**src/rtl/axi4_lite_master_handshake_engine_pkg.sv**
```systemverilog
// Shared types for the AXI4-Lite master handshake engine:
// response codes and the write/read FSM state encodings.
package axi4_lite_master_handshake_engine_pkg;

  typedef enum logic [1:0] {
    OKAY   = 2'b00,
    EXOKAY = 2'b01,
    SLVERR = 2'b10,
    DECERR = 2'b11
  } resp_e;

  typedef logic [1:0] w_state_t;
  localparam w_state_t W_IDLE      = 2'd0;
  localparam w_state_t W_ADDR_DATA = 2'd1;
  localparam w_state_t W_RESP      = 2'd2;

  typedef logic [1:0] r_state_t;
  localparam r_state_t R_IDLE = 2'd0;
  localparam r_state_t R_ADDR = 2'd1;
  localparam r_state_t R_DATA = 2'd2;

endpackage

```
**src/rtl/axi4_lite_master_handshake_engine_channel_timer.sv**
```systemverilog
// Per-channel wait counter with a sticky timeout flag; the counter saturates
// and a set in the same cycle as a clear wins.
module axi4_lite_master_channel_timer #(
  parameter int TIMEOUT_CYCLES = 256
) (
  input  logic aclk,
  input  logic aresetn,
  input  logic active,
  input  logic clr,
  output logic flag
);

  if (TIMEOUT_CYCLES > 0) begin : g_timer
    localparam int CW = $clog2(TIMEOUT_CYCLES + 1);
    localparam logic [CW-1:0] LAST = CW'(TIMEOUT_CYCLES - 1);
    localparam logic [CW-1:0] MAX  = CW'(TIMEOUT_CYCLES);

    logic [CW-1:0] cnt;
    logic          hit;

    // The flag rises on the same edge the count reaches TIMEOUT_CYCLES.
    assign hit = active && (cnt == LAST);

    always_ff @(posedge aclk or negedge aresetn) begin
      if (!aresetn) begin
        cnt  <= '0;
        flag <= 1'b0;
      end else begin
        if (!active)         cnt <= '0;
        else if (cnt != MAX) cnt <= cnt + 1'b1;

        if (hit)      flag <= 1'b1;
        else if (clr) flag <= 1'b0;
      end
    end
  end else begin : g_off
    assign flag = 1'b0;
  end

endmodule

```
**src/rtl/axi4_lite_master_handshake_engine.sv**
```systemverilog
// AXI4-Lite master: turns single local write/read commands into AW/W/B and
// AR/R handshakes, one outstanding transaction per direction, all outputs registered.
module axi4_lite_master_handshake_engine
  import axi4_lite_master_handshake_engine_pkg::*;
#(
  parameter int ADDR_WIDTH     = 32,
  parameter int DATA_WIDTH     = 32,
  parameter int TIMEOUT_CYCLES = 256
) (
  input  logic                    aclk,
  input  logic                    aresetn,
  input  logic                    wr_req_valid,
  output logic                    wr_req_ready,
  input  logic [ADDR_WIDTH-1:0]   wr_req_addr,
  input  logic [DATA_WIDTH-1:0]   wr_req_data,
  input  logic [DATA_WIDTH/8-1:0] wr_req_strb,
  output logic                    wr_done,
  output logic [1:0]              wr_resp,
  input  logic                    rd_req_valid,
  output logic                    rd_req_ready,
  input  logic [ADDR_WIDTH-1:0]   rd_req_addr,
  output logic                    rd_done,
  output logic [DATA_WIDTH-1:0]   rd_data,
  output logic [1:0]              rd_resp,
  input  logic                    timeout_clr,
  output logic                    wr_timeout,
  output logic                    rd_timeout,
  output logic                    awvalid,
  input  logic                    awready,
  output logic [ADDR_WIDTH-1:0]   awaddr,
  output logic                    wvalid,
  input  logic                    wready,
  output logic [DATA_WIDTH-1:0]   wdata,
  output logic [DATA_WIDTH/8-1:0] wstrb,
  input  logic                    bvalid,
  output logic                    bready,
  input  logic [1:0]              bresp,
  output logic                    arvalid,
  input  logic                    arready,
  output logic [ADDR_WIDTH-1:0]   araddr,
  input  logic                    rvalid,
  output logic                    rready,
  input  logic [DATA_WIDTH-1:0]   rdata,
  input  logic [1:0]              rresp
);

  w_state_t w_state;
  r_state_t r_state;

  // NOTE: state and registered outputs use non-blocking assignments so every
  // flop samples pre-edge values; blocking here would chain updates within a cycle.
  always_ff @(posedge aclk or negedge aresetn) begin
    if (!aresetn) begin
      w_state      <= W_IDLE;
      wr_req_ready <= 1'b0;
      wr_done      <= 1'b0;
      wr_resp      <= '0;
      awvalid      <= 1'b0;
      awaddr       <= '0;
      wvalid       <= 1'b0;
      wdata        <= '0;
      wstrb        <= '0;
      bready       <= 1'b0;
    end else begin
      wr_done <= 1'b0;
      case (w_state)
        W_IDLE: begin
          wr_req_ready <= 1'b1;
          if (wr_req_ready && wr_req_valid) begin
            awaddr       <= wr_req_addr;
            wdata        <= wr_req_data;
            wstrb        <= wr_req_strb;
            awvalid      <= 1'b1;
            wvalid       <= 1'b1;
            wr_req_ready <= 1'b0;
            w_state      <= W_ADDR_DATA;
          end
        end
        W_ADDR_DATA: begin
          if (awready) awvalid <= 1'b0;
          if (wready)  wvalid  <= 1'b0;
          // Each channel is finished once its valid has dropped or handshakes now.
          if ((!awvalid || awready) && (!wvalid || wready)) begin
            bready  <= 1'b1;
            w_state <= W_RESP;
          end
        end
        W_RESP: begin
          if (bvalid) begin
            bready       <= 1'b0;
            wr_done      <= 1'b1;
            wr_resp      <= bresp;
            wr_req_ready <= 1'b1;
            w_state      <= W_IDLE;
          end
        end
        default: w_state <= W_IDLE;
      endcase
    end
  end

  always_ff @(posedge aclk or negedge aresetn) begin
    if (!aresetn) begin
      r_state      <= R_IDLE;
      rd_req_ready <= 1'b0;
      rd_done      <= 1'b0;
      rd_data      <= '0;
      rd_resp      <= '0;
      arvalid      <= 1'b0;
      araddr       <= '0;
      rready       <= 1'b0;
    end else begin
      rd_done <= 1'b0;
      case (r_state)
        R_IDLE: begin
          rd_req_ready <= 1'b1;
          if (rd_req_ready && rd_req_valid) begin
            araddr       <= rd_req_addr;
            arvalid      <= 1'b1;
            rd_req_ready <= 1'b0;
            r_state      <= R_ADDR;
          end
        end
        R_ADDR: begin
          if (arready) begin
            arvalid <= 1'b0;
            rready  <= 1'b1;
            r_state <= R_DATA;
          end
        end
        R_DATA: begin
          if (rvalid) begin
            rready       <= 1'b0;
            rd_done      <= 1'b1;
            rd_data      <= rdata;
            rd_resp      <= rresp;
            rd_req_ready <= 1'b1;
            r_state      <= R_IDLE;
          end
        end
        default: r_state <= R_IDLE;
      endcase
    end
  end

  axi4_lite_master_channel_timer #(.TIMEOUT_CYCLES(TIMEOUT_CYCLES)) u_wr_timer (
    .aclk    (aclk),
    .aresetn (aresetn),
    .active  (w_state != W_IDLE),
    .clr     (timeout_clr),
    .flag    (wr_timeout)
  );

  axi4_lite_master_channel_timer #(.TIMEOUT_CYCLES(TIMEOUT_CYCLES)) u_rd_timer (
    .aclk    (aclk),
    .aresetn (aresetn),
    .active  (r_state != R_IDLE),
    .clr     (timeout_clr),
    .flag    (rd_timeout)
  );

endmodule
```
**config.mk**
```make
export PLATFORM = sky130hd
export DESIGN_NAME = axi4_lite_master_handshake_engine
export DESIGN_NICKNAME = d
export VERILOG_FILES = /design/src/rtl/axi4_lite_master_handshake_engine_pkg.sv /design/src/rtl/axi4_lite_master_handshake_engine_channel_timer.sv /design/src/rtl/axi4_lite_master_handshake_engine.sv
export SDC_FILE = /design/constraint.sdc
export NUM_CORES = 1
export LEC_CHECK = 0
export BUFFER_PORTS_ARGS = -buffer_cell sky130_fd_sc_hd__buf_2
export CAP_MARGIN = 20
export CORE_ASPECT_RATIO = 2
export CORE_UTILIZATION = 41
export DETAILED_ROUTE_END_ITERATION = 6
export PLACE_DENSITY = 0.7
export RECOVER_POWER = 100
export SLEW_MARGIN = 20
export SYNTH_ARGS = -nofsm -noshare
export SYNTH_HDL_FRONTEND = slang
export SYNTH_SLANG_ARGS = --single-unit
```
**constraint.sdc**
```tcl
create_clock -name aclk -period 2 [get_ports aclk]
set_input_delay 0.3 -clock aclk [delete_from_list [all_inputs] [get_ports aclk]]
set_output_delay 0.3 -clock aclk [all_outputs]
set_load 0.02 [all_outputs]
```
==> impl_metrics.yaml <==
die:
  dieArea_um2: 17810
  core_area_um2: 16850
  die_x_um: 94.87
  dieHeight_um: 187.7
  rows: 67
  io_pins: 293
  initial_core_util_pct: 41.97
timing:
  fin_crit_ns: 1.775
  tightest_slew_ns: 1.258
  setup_violations: 0
  skew_ns: 0.01040
  slew-limit-headroom_pct: 16.15
  min_period_over_period_pct: 88.73
  fmax_mhz: 563.5
  fin_setup_tns_ns: 0
  maxSlewViolCount: 0
  timing.final.ws_setup_ns: 0.2254
  final_hold_viol_count: 0
  hold_ws_ns: 0.05443
  rsz0062_at_grt: "false"
clock_tree:
  post_cts_resized: 0
  hold_buffers: 1
  cts_max_path_buffers: 2
  clk_latency_ns: 0.42
  cts_sinks: 169
  cts_inserted_buffers: 17
  cts.htree.levels: 4
  cts_tree: "done"
  cts_setup_buffers: 0
  clk_pin_slew_worst_paths_ns: 0.07
  cts_root_buffer: "clkbuf_16"
routing:
  drt-total-wl_um: 15640
  drtIter0Drc: 69
  final_antenna_net_count: 0
  via_per_inst: 4.761
  wl_per_cell_um: 15.91
  firstDrtPassIters: 4
  vias: 4680
  drc_errors: 0
setup_path:
  rr_worst_depth: 4
  cp.arrival_ns: 2.07
  crit_path_end_kind: "register"
  critPathRequiredTime_ns: 2.30
  r2r-start: "w_state[1]$_DFFE_PN0P_"
  path_max_fanout: 21
  startpoint: "w_state[1]$_DFFE_PN0P_"
  path_class: "register to register"
  start_kind: "register"
final_layout:
  syn2layout_area_growth_pct: 25.94
  drive_above_1_share_pct: 32.99
  final_cell_mix: "169 x dfrtp_1, 151 x clkbuf_1, 144 x buf_2, 77 x mux2_1, 41 x mux2_2"
  multiInputGateArea_um2: 2267
  final_nets: 915
  regArea_um2: 4229
  n_fill_cell: 1551
  diodes: 0
  final_area_um2: 8906
  final_util_pct: 52.86
  final_common_cell: "dfrtp_1"
global_routing:
  grt_pass1_wl_um: 24830
  overflow: 0
  grt_max_degree: 49
  first_global_vias: 4919
  antenna_found_initial: 0
  grtUsageTotal_pct: 18.39
outcome:
  status: "finished clean"
pwr:
  powerDensity_nw_per_um2: 1714
  worst_ir_drop_vdd_mv: 0.9284
  p_leak_nw: 4.077
placement:
  placed_cell_area_um2: 8815
  hpwlAfterDp_um: 12010
  port_buffers: 292
  gpl.final_weighted_congestion: 0.7964
  place_ws_ns: 0.2594
hold_path:
  hold_class: "primary input to register"
  worstHoldPathCells: 2
  hp-start: "awready"
run:
  maxCapViolations: 0
synth:
  syn_area_um2: 7072
  synth_nets: 600
  synth.ff_latch_count: 169
  yosysWarnings: 0
  yosys.area.top_type: "dfrtp_1"
  seq_area_frac_synth_pct: 59.80
  synthCells: 448
  synth_top_area_share_pct: 59.80
  synth.distinct_cells: 38
  syn-mean-instance-area_um2: 15.79
  synth_area_leaders: "dfrtp_1 60%, mux2_4 20%, mux2_2 6.5%"
-- kinds of logic (layout without fill, tap and decap cells) --
logic type	after synthesis	count (layout)	synth area share (%)
DFF	169	169	59.80
muxes	138	138	26.98
and+or+nand+nor	62	62	4.689
buffers and inverters	32	360	3.945
xor gates and xnor gates	4	4	0.4955
AOI/OAI and AO/OA	37	37	3.026
adders and majority gates	6	6	1.062
-- state kept, by name (all words and copies together) (netlist names), 2 cells and up --
register / flops
w_state: 2
araddr: 32
rd_data: 32
awaddr: 32
wdata: 32
u_rd_timer.g_timer.cnt: 9
rd_resp: 2
r_state: 2
wr_resp: 2
u_wr_timer.g_timer.cnt: 9
wstrb: 4
-- layout make-up --
class	instances	share of cell area [%]
clock buffers	19	5.086
clock inverters	13	1.588
inverters	15	0.6322
multi-input cells	247	25.46
flip-flops and latches	169	47.49
well taps	207	2.908
repair buffers	313	16.84
-- routing by layer --
metal  vias up  routed length, um  GRT usage (%)
li1       2199                  -              -
met1      2309               5682          19.53
met2       153               8844          33.76
met3        19                731          3.771
met4         0                383          8.100
met5         -                  0              0
-- power breakdown --
group	leakage (nW)	internal, mW	total [mW]	switching, mW
Sequential	2.04	4.99	5.88	0.882
Combinational	1.76	2.37	6.10	3.72
Clock	0.287	1.92	3.29	1.37
Total	4.08	9.28	15.3	5.98
-- critical path: stages (launching register included) --
cell,delay (ns)
dfrtp_1,0.41
nor2_1,0.16
and3_4,0.45
clkbuf_2,0.28
mux2_1,0.34
-- path summary, 6_finish.rpt --
path | end | slack [ns]
setup reg to reg | wdata[7]$_DFFE_PN0P_ | 0.23
max in group asynchronous | wdata[20]$_DFFE_PN0P_ | 0.39
hold / removal | awvalid$_DFFE_PN0P_ | 0.05
setup / recovery | wdata[7]$_DFFE_PN0P_ | 0.23
min in group asynchronous | u_wr_timer.g_timer.cnt[3]$_DFFE_PN0P_ | 0.70
hold reg to reg | wdata[15]$_DFFE_PN0P_ | 0.48
-- cells in the mapped netlist, drive strengths merged --
cell type and count:
nor4bb 2, a211o 2, a2bb2oi 1, a21o 3, a31oi 1, xor2 3, a32o 1, inv 15
nand4 2, nand3b 2, clkbuf 1, ha 6, buf 16, mux2i 2, nor3 2, dfrtp 169
and2b 1, or2 3, o22ai 1, and3 2, nor4 2, xnor2 1, nand3 10, mux2 136
o21ai 14, nand2 16, or3 6, nand2b 4, nor2 10, a21oi 13, a21boi 1
-- per-stage QoR --
| stage | instances | power, mW |
|---|---|---|
| finish | 983 | 15.26 |
| global route | 983 | 16.19 |
| CTS | 983 | 16.86 |
| detailed placement | 950 | 13.47 |
| global placement | 950 | 13.31 |
| floorplan | 448 | 11.17 |
No activity file was read; power rests on OpenSTA's default activity.
